`src/rtl/ctrl_pkg.sv`:
```
// ---------------------------------------------------------------
// ctrl_pkg : shared types and constants for the multicycle control unit
// Rev 1.0
// ---------------------------------------------------------------
`default_nettype none

package ctrl_pkg;

  typedef enum logic [7:0] {
    S_RST      = 8'd0,
    S_FETCH    = 8'd1,
    S_MWAIT    = 8'd2,
    S_DECODE   = 8'd3,
    S_R_EXEC   = 8'd4,
    S_R_WB     = 8'd5,
    S_MEM_ADDR = 8'd6,
    S_LW_RD    = 8'd7,
    S_LW_WAIT  = 8'd8,
    S_LW_WB    = 8'd9,
    S_SW_WR    = 8'd10,
    S_SW_WAIT  = 8'd11,
    S_BEQ      = 8'd12,
    S_BNE      = 8'd13,
    S_LUI      = 8'd14,
    S_J        = 8'd15,
    S_EXC      = 8'd16,
    S_HALT     = 8'd17
  } state_e;

  typedef enum logic [5:0] {
    OP_RTYPE = 6'h00,
    OP_J     = 6'h02,
    OP_BEQ   = 6'h04,
    OP_BNE   = 6'h05,
    OP_LUI   = 6'h0f,
    OP_LW    = 6'h23,
    OP_SW    = 6'h2b
  } op_e;

  typedef enum logic [5:0] {
    FN_NOP   = 6'h00,
    FN_BREAK = 6'h0d,
    FN_ADD   = 6'h20,
    FN_SUB   = 6'h22,
    FN_AND   = 6'h24,
    FN_XOR   = 6'h26
  } funct_e;

  localparam logic [2:0] ALU_AND = 3'b000;
  localparam logic [2:0] ALU_ADD = 3'b001;
  localparam logic [2:0] ALU_SUB = 3'b010;
  localparam logic [2:0] ALU_XOR = 3'b011;
  localparam logic [2:0] ALU_LUI = 3'b100;

  localparam logic [1:0] SRCB_B      = 2'b00;
  localparam logic [1:0] SRCB_4      = 2'b01;
  localparam logic [1:0] SRCB_IMM    = 2'b10;
  localparam logic [1:0] SRCB_IMM_SH = 2'b11;

  localparam logic [1:0] M2R_ALU = 2'b00;
  localparam logic [1:0] M2R_MDR = 2'b01;
  localparam logic [1:0] M2R_IMM = 2'b10;

  localparam logic [1:0] PCS_ALU    = 2'b00;
  localparam logic [1:0] PCS_ALUOUT = 2'b01;
  localparam logic [1:0] PCS_JUMP   = 2'b10;
  localparam logic [1:0] PCS_EXC    = 2'b11;

  localparam logic [31:0] EXC_VECTOR = 32'h8000_0180;

  localparam logic CAUSE_OVF = 1'b0;
  localparam logic CAUSE_ILL = 1'b1;

  function automatic logic [2:0] alu_from_funct(input logic [5:0] funct);
    case (funct)
      FN_ADD:  return ALU_ADD;
      FN_SUB:  return ALU_SUB;
      FN_XOR:  return ALU_XOR;
      default: return ALU_AND;
    endcase
  endfunction

endpackage

`default_nettype wire

```
`src/rtl/mem_wait_counter.sv`:
```
// ---------------------------------------------------------------
// mem_wait_counter : down-counter timing the memory wait states
// Rev 1.0
// ---------------------------------------------------------------
`default_nettype none

module mem_wait_counter #(
  parameter int MEM_LATENCY = 2
) (
  input  logic Clk,
  input  logic Reset,
  input  logic load_i,
  input  logic dec_i,
  output logic done_o
);

  localparam int CW = (MEM_LATENCY > 1) ? $clog2(MEM_LATENCY + 1) : 1;
  localparam logic [CW-1:0] LOAD_VAL = CW'((MEM_LATENCY > 0) ? (MEM_LATENCY - 1) : 0);

  logic [CW-1:0] count_q, count_d;

  always_comb begin
    count_d = count_q;
    if (load_i) begin
      count_d = LOAD_VAL;
    end else if (dec_i && (count_q != '0)) begin
      count_d = count_q - CW'(1);
    end
  end

  always_ff @(posedge Clk or negedge Reset) begin
    if (!Reset) begin
      count_q <= '0;
    end else begin
      count_q <= count_d;
    end
  end

  assign done_o = (count_q == '0);

endmodule

`default_nettype wire

```
`src/rtl/mc_control_unit.sv`:
```
// ---------------------------------------------------------------
// mc_control_unit : Moore FSM sequencing a multicycle MIPS datapath
// Rev 1.0
// ---------------------------------------------------------------
`default_nettype none

module mc_control_unit
  import ctrl_pkg::*;
#(
  parameter int MEM_LATENCY = 2,
  parameter bit EXC_EN      = 1'b1
) (
  input  logic       Clk,
  input  logic       Reset,
  input  logic [5:0] Op,
  input  logic [5:0] Funct,
  input  logic       ALU_zero,
  input  logic       ALU_overflow,
  output logic [7:0] StateOut,
  output logic       PCWrite,
  output logic       PCWriteCond,
  output logic       PCWriteCondNeg,
  output logic       PC_load,
  output logic       wr,
  output logic       IorD,
  output logic       RegDst,
  output logic       ALUSrcA,
  output logic [1:0] ALUSrcB,
  output logic [2:0] ALU_sel,
  output logic [1:0] MemtoReg,
  output logic [1:0] PCSource,
  output logic       IR_load,
  output logic       MDR_load,
  output logic       A_load,
  output logic       B_load,
  output logic       ALUOut_load,
  output logic       RegWrite,
  output logic       RegReset,
  output logic       PC_reset,
  output logic       EPCWrite,
  output logic       CauseWrite,
  output logic       Cause,
  output logic       Halted
);

  localparam bit NO_WAIT = (MEM_LATENCY == 0);

  state_e state_q, state_d;
  logic   cause_q, cause_d;
  logic   illegal;
  logic   wait_load, wait_dec, wait_done;

  always_ff @(posedge Clk or negedge Reset) begin
    if (!Reset) begin
      state_q <= S_RST;
      cause_q <= 1'b0;
    end else begin
      state_q <= state_d;
      cause_q <= cause_d;
    end
  end

  always_comb begin
    state_d        = state_q;
    cause_d        = cause_q;
    illegal        = 1'b0;
    PCWrite        = 1'b0;
    PCWriteCond    = 1'b0;
    PCWriteCondNeg = 1'b0;
    wr             = 1'b0;
    IorD           = 1'b0;
    RegDst         = 1'b0;
    ALUSrcA        = 1'b0;
    ALUSrcB        = SRCB_B;
    ALU_sel        = ALU_AND;
    MemtoReg       = M2R_ALU;
    PCSource       = PCS_ALU;
    IR_load        = 1'b0;
    MDR_load       = 1'b0;
    A_load         = 1'b0;
    B_load         = 1'b0;
    ALUOut_load    = 1'b0;
    RegWrite       = 1'b0;
    RegReset       = 1'b0;
    PC_reset       = 1'b0;
    EPCWrite       = 1'b0;
    CauseWrite     = 1'b0;
    Halted         = 1'b0;

    case (state_q)
      S_RST: begin
        RegReset = 1'b1;
        PC_reset = 1'b1;
        state_d  = S_FETCH;
      end
      S_FETCH: begin
        ALUSrcB = SRCB_4;
        ALU_sel = ALU_ADD;
        PCWrite = 1'b1;
        state_d = NO_WAIT ? S_DECODE : S_MWAIT;
      end
      S_MWAIT: begin
        IR_load  = 1'b1;
        MDR_load = 1'b1;
        if (wait_done) state_d = S_DECODE;
      end
      S_DECODE: begin
        A_load      = 1'b1;
        B_load      = 1'b1;
        ALUOut_load = 1'b1;
        ALUSrcB     = SRCB_IMM_SH;
        ALU_sel     = ALU_ADD;
        case (Op)
          OP_RTYPE: begin
            if (Funct == FN_BREAK) begin
              state_d = S_HALT;
            end else if ((Funct == FN_NOP) || (Funct == FN_ADD) || (Funct == FN_SUB) ||
                         (Funct == FN_AND) || (Funct == FN_XOR)) begin
              state_d = S_R_EXEC;
            end else begin
              illegal = 1'b1;
            end
          end
          OP_LW, OP_SW: state_d = S_MEM_ADDR;
          OP_BEQ:       state_d = S_BEQ;
          OP_BNE:       state_d = S_BNE;
          OP_LUI:       state_d = S_LUI;
          OP_J:         state_d = S_J;
          default:      illegal = 1'b1;
        endcase
        // Without traps an unknown instruction simply retires as a no-op.
        if (illegal) begin
          if (EXC_EN) begin
            state_d = S_EXC;
            cause_d = CAUSE_ILL;
          end else begin
            state_d = S_FETCH;
          end
        end
      end
      S_R_EXEC: begin
        ALUSrcA     = 1'b1;
        ALUSrcB     = SRCB_B;
        ALU_sel     = alu_from_funct(Funct);
        ALUOut_load = 1'b1;
        if (Funct == FN_NOP) begin
          state_d = S_FETCH;
        end else if (EXC_EN && ALU_overflow && ((Funct == FN_ADD) || (Funct == FN_SUB))) begin
          state_d = S_EXC;
          cause_d = CAUSE_OVF;
        end else begin
          state_d = S_R_WB;
        end
      end
      S_R_WB: begin
        RegDst   = 1'b1;
        RegWrite = 1'b1;
        state_d  = S_FETCH;
      end
      S_MEM_ADDR: begin
        // Effective address is base register A plus the sign-extended offset.
        ALUSrcA     = 1'b1;
        ALUSrcB     = SRCB_IMM;
        ALU_sel     = ALU_ADD;
        ALUOut_load = 1'b1;
        state_d     = (Op == OP_SW) ? S_SW_WR : S_LW_RD;
      end
      S_LW_RD: begin
        IorD    = 1'b1;
        state_d = NO_WAIT ? S_LW_WB : S_LW_WAIT;
      end
      S_LW_WAIT: begin
        IorD     = 1'b1;
        MDR_load = 1'b1;
        if (wait_done) state_d = S_LW_WB;
      end
      S_LW_WB: begin
        MemtoReg = M2R_MDR;
        RegWrite = 1'b1;
        state_d  = S_FETCH;
      end
      S_SW_WR: begin
        IorD    = 1'b1;
        wr      = 1'b1;
        state_d = NO_WAIT ? S_FETCH : S_SW_WAIT;
      end
      S_SW_WAIT: begin
        IorD = 1'b1;
        wr   = 1'b1;
        if (wait_done) state_d = S_FETCH;
      end
      S_BEQ, S_BNE: begin
        ALUSrcA        = 1'b1;
        ALU_sel        = ALU_SUB;
        PCSource       = PCS_ALUOUT;
        PCWriteCond    = (state_q == S_BEQ);
        PCWriteCondNeg = (state_q == S_BNE);
        state_d        = S_FETCH;
      end
      S_LUI: begin
        MemtoReg = M2R_IMM;
        RegWrite = 1'b1;
        state_d  = S_FETCH;
      end
      S_J: begin
        PCSource = PCS_JUMP;
        PCWrite  = 1'b1;
        state_d  = S_FETCH;
      end
      S_EXC: begin
        EPCWrite   = 1'b1;
        CauseWrite = 1'b1;
        PCSource   = PCS_EXC;
        PCWrite    = 1'b1;
        state_d    = S_FETCH;
      end
      S_HALT: begin
        Halted  = 1'b1;
        state_d = S_HALT;
      end
      default: state_d = S_RST;
    endcase
  end

  // Wait states never follow one another, so entry is a change into one.
  assign wait_load = (state_d inside {S_MWAIT, S_LW_WAIT, S_SW_WAIT}) &&
                     !(state_q inside {S_MWAIT, S_LW_WAIT, S_SW_WAIT});
  assign wait_dec  = (state_q inside {S_MWAIT, S_LW_WAIT, S_SW_WAIT}) && !wait_done;

  mem_wait_counter #(
    .MEM_LATENCY(MEM_LATENCY)
  ) u_wait_cnt (
    .Clk    (Clk),
    .Reset  (Reset),
    .load_i (wait_load),
    .dec_i  (wait_dec),
    .done_o (wait_done)
  );

  assign StateOut = state_q;
  assign Cause    = (state_q == S_EXC) ? cause_q : 1'b0;
  assign PC_load  = PCWrite | (PCWriteCond & ALU_zero) | (PCWriteCondNeg & ~ALU_zero);

endmodule

`default_nettype wire
```
`config.mk`:
```
export PLATFORM = sky130hd
export DESIGN_NAME = mc_control_unit
export DESIGN_NICKNAME = d
export VERILOG_FILES = /design/src/rtl/ctrl_pkg.sv /design/src/rtl/mem_wait_counter.sv /design/src/rtl/mc_control_unit.sv
export SDC_FILE = /design/constraint.sdc
export NUM_CORES = 1
export LEC_CHECK = 0
export CORE_MARGIN = 1.5
export CORE_UTILIZATION = 45
export DETAILED_ROUTE_END_ITERATION = 10
export PLACE_DENSITY_LB_ADDON = 0.1
export SYNTH_ARGS = -nofsm -noshare
export SYNTH_HDL_FRONTEND = slang
export SYNTH_HIERARCHICAL = 1
export SYNTH_SLANG_ARGS = --single-unit
```
`constraint.sdc`:
```
create_clock -name Clk -period 3.2 [get_ports Clk]
set_clock_uncertainty 0.1 [all_clocks]
set_input_delay 0.32 -clock Clk [delete_from_list [all_inputs] [get_ports Clk]]
set_output_delay 0.32 -clock Clk [all_outputs]
set_load 0.02 [all_outputs]
```
==> out/results.ini <==
[setup_path]
end_kind = output pin
cp-start-kind = flop
arrival_ns = 2.54
worstSetupPathType = flop to output pin
path_max_fanout = 7
required_ns = 2.78

[finish]
area_growth_pct = 39.7
instances_no_fill = 281
regArea_um2 = 275
final_nets = 255
fin_util_pct = 66.1
diodes = 0
layout-drive-gt1-share_pct = 16.0
multi_input_area_um2 = 996
design_area_um2 = 2000
layout.filler_cells = 275

[logic_synthesis]
async_reset_ff_share_pct = 100
syn_area_um2 = 1430
synth_top_cell_area_share_pct = 19.2
yosysSeqAreaShare_pct = 19.2
synth_commonest_cells = nor2_1, nand2_1, inv_1, dfrtp_1, nor3_1
avgSynthCellArea_um2 = 7.96
synth_edf_count = 0
yosysUniqueCellTypes = 67
synth_most_common_cell = nor2_1
ys_ff_latch = 11
syn_inst = 180
ys.warnings.count = 6
synth.area.top_cells = dfrtp_1, clkbuf_8, nor2_1
ys.flop_type = dfrtp_1
yosysTopAreaCell = dfrtp_1

[route]
drt_iter0_markers = 78
drt_wl_total_um = 4490
drc = 0
via_count = 1611
drtPass1Iterations = 4
postRouteAntennaNets = 0
routedWlPerCell_um = 16.0
avgViaCountPerCell = 5.73

[cts]
cts_tree = yes
cts_root_buf = clkbuf_4
cts_buffers = 3
clk_path_buf_depth = 2
cts_max_level = 1
worstSkewPairLatency_ns = 0.27
cts_sinks = 11
post-cts-setup-buffers = 0
clk_pin_slew_ns = 0.07

[timing]
period_share_pct = 92.6
maxSlewViolCount = 0
rsz0062_at_grt = no
whs_ns = 0.274
hold_viol = 0
timing.fmax_ghz = 0.337
setup_slack_ns = 0.235
min_period_ns = 2.96
setup_viol = 0

[placement]
place_hpwl_um = 3660
gp_congestion = 0.952
post-place-ws_ns = -0.0905
port_buffers = 51
place_inst = 277
post_dp_cell_area_um2 = 1970

[job]
maxCapViolations = 0

[die]
io_pins = 53
dieArea_um2 = 3530
die_y_um = 59.4
rows = 20
initial_core_util_pct = 47.3
die_w_um = 59.4
core_um2 = 3030

[global_routing]
antenna_found_initial = 0
grt_pass1_wl_um = 7260
grt_pass1_vias = 1525
grt_max_degree = 14
grt_usage_pct = 26.8
grt_overflow_total = 0

[worst_hold_path]
hp-class = input port to async pin

[power]
p_leak_uw = 0.000765
power.density_nw_per_um2 = 194
max-vdd-ir-drop_mv = 0.275

[status]
status = completed

==> worst paths after layout <==
check | from | end | slack [ns] | cells after the start
worst min register to register | u_wait_cnt/count_q[1]$_DFFE_PN0P_ | u_wait_cnt/count_q[1]$_DFFE_PN0P_ | 0.45 | 2
worst min-delay path | Reset | StateOut[1]$_DFF_PN0_ | 0.27 | 1
max in group asynchronous | Reset | StateOut[3]$_DFF_PN0_ | 2.39 | 1
min in group Clk | u_wait_cnt/count_q[1]$_DFFE_PN0P_ | u_wait_cnt/count_q[1]$_DFFE_PN0P_ | 0.45 | 2
worst max-delay path | StateOut[7]$_DFF_PN0_ | PC_load | 0.24 | 5
worst max register to register | u_wait_cnt/count_q[0]$_DFFE_PN0P_ | u_wait_cnt/count_q[1]$_DFFE_PN0P_ | 0.38 | 10
==> through the flow <==
step                      total power (µW)  TNS [ns]
final                                  389         0
after global routing                   410         0
after CTS                              388         0
after detailed placement               294   -0.0905
after global placement                 287         0
after floorplan                        233         0
==> per-layer routing <==
| metal | share of wire (%) | global-route usage [%] |
|---|---|---|
| met1 | 44 | 36.1 |
| met5 | 0 | 0 |
| met4 | 2.2 | 9.74 |
| met3 | 5.0 | 3.28 |
| met2 | 49 | 43.8 |
==> cells by family (layout without fill, tap and decap cells) <==
family | Yosys count | after routing | share of synthesized area [%]
AND/OR/NAND/NOR | 87 | 87 | 37.1
AO/OA/AOI/OAI | 48 | 48 | 26.0
buffers and inverters | 26 | 80 | 12.4
flip-flops | 11 | 11 | 19.2
multiplexers | 3 | 3 | 2.18
adder cells (fa/ha/maj) | 2 | 2 | 1.57
XOR/XNOR | 2 | 2 | 1.22
other | 1 | 4 | 0.262
==> area by class of cell <==
cell class / instances / share of cell area (%)
sequential: 11 / 13.8
clock buffer: 4 / 1.31
timing repair buffer: 63 / 30.0
multi-input combinational: 146 / 49.7
tap: 44 / 2.75
inverter: 13 / 2.44
==> registers in the layout, summed over array words and instances (netlist names) <==
name / count
StateOut: 8
cause_q: 1
u_wait_cnt/count_q: 2
==> critical path, stage by stage, from the launching register on <==
cell             delay (ns)
dfrtp_1                0.42
nor4_4                 0.51
nand2_1                0.29
nor3_1                 0.28
a211o_1                0.17
clkdlybuf4s50_1        0.60
==> power breakdown <==
part	switching, µW	total [µW]	leakage, µW	internal (µW)
combinational	71.4	136	0.000609	64.5
sequential	8.16	157	0.000142	149
clock	47.7	96.0	0.0000150	48.3
total	127	389	0.000765	262
==> layout by cell type, fill, tap and decap left out, types with 2 or more instances in the layout <==
cell type,instances
nand2_1,13
o22ai_1,3
and2b_2,2
nand2b_1,5
or3_1,3
and3_2,3
and2_1,2
mux2i_1,2
nor4_1,2
dfrtp_1,11
o21ai_0,7
nor3_1,11
clkbuf_4,3
o31ai_1,2
a31oi_1,2
nand4_1,2
buf_4,12
inv_1,12
a211oi_2,2
o32ai_1,3
conb_1,4
nand3_1,6
nor3b_1,2
a21oi_1,8
nor2_1,17
o211ai_1,2
and4b_1,2
nor2b_1,3
a211o_1,2
clkdlybuf4s50_1,51
==> what timing repair did <==
item,4_1_cts,5_1_grt
hold buffers,0,0
endpoints found under the setup margin,0,1
resized for setup,0,1
(Power assumes the default switching activity.)
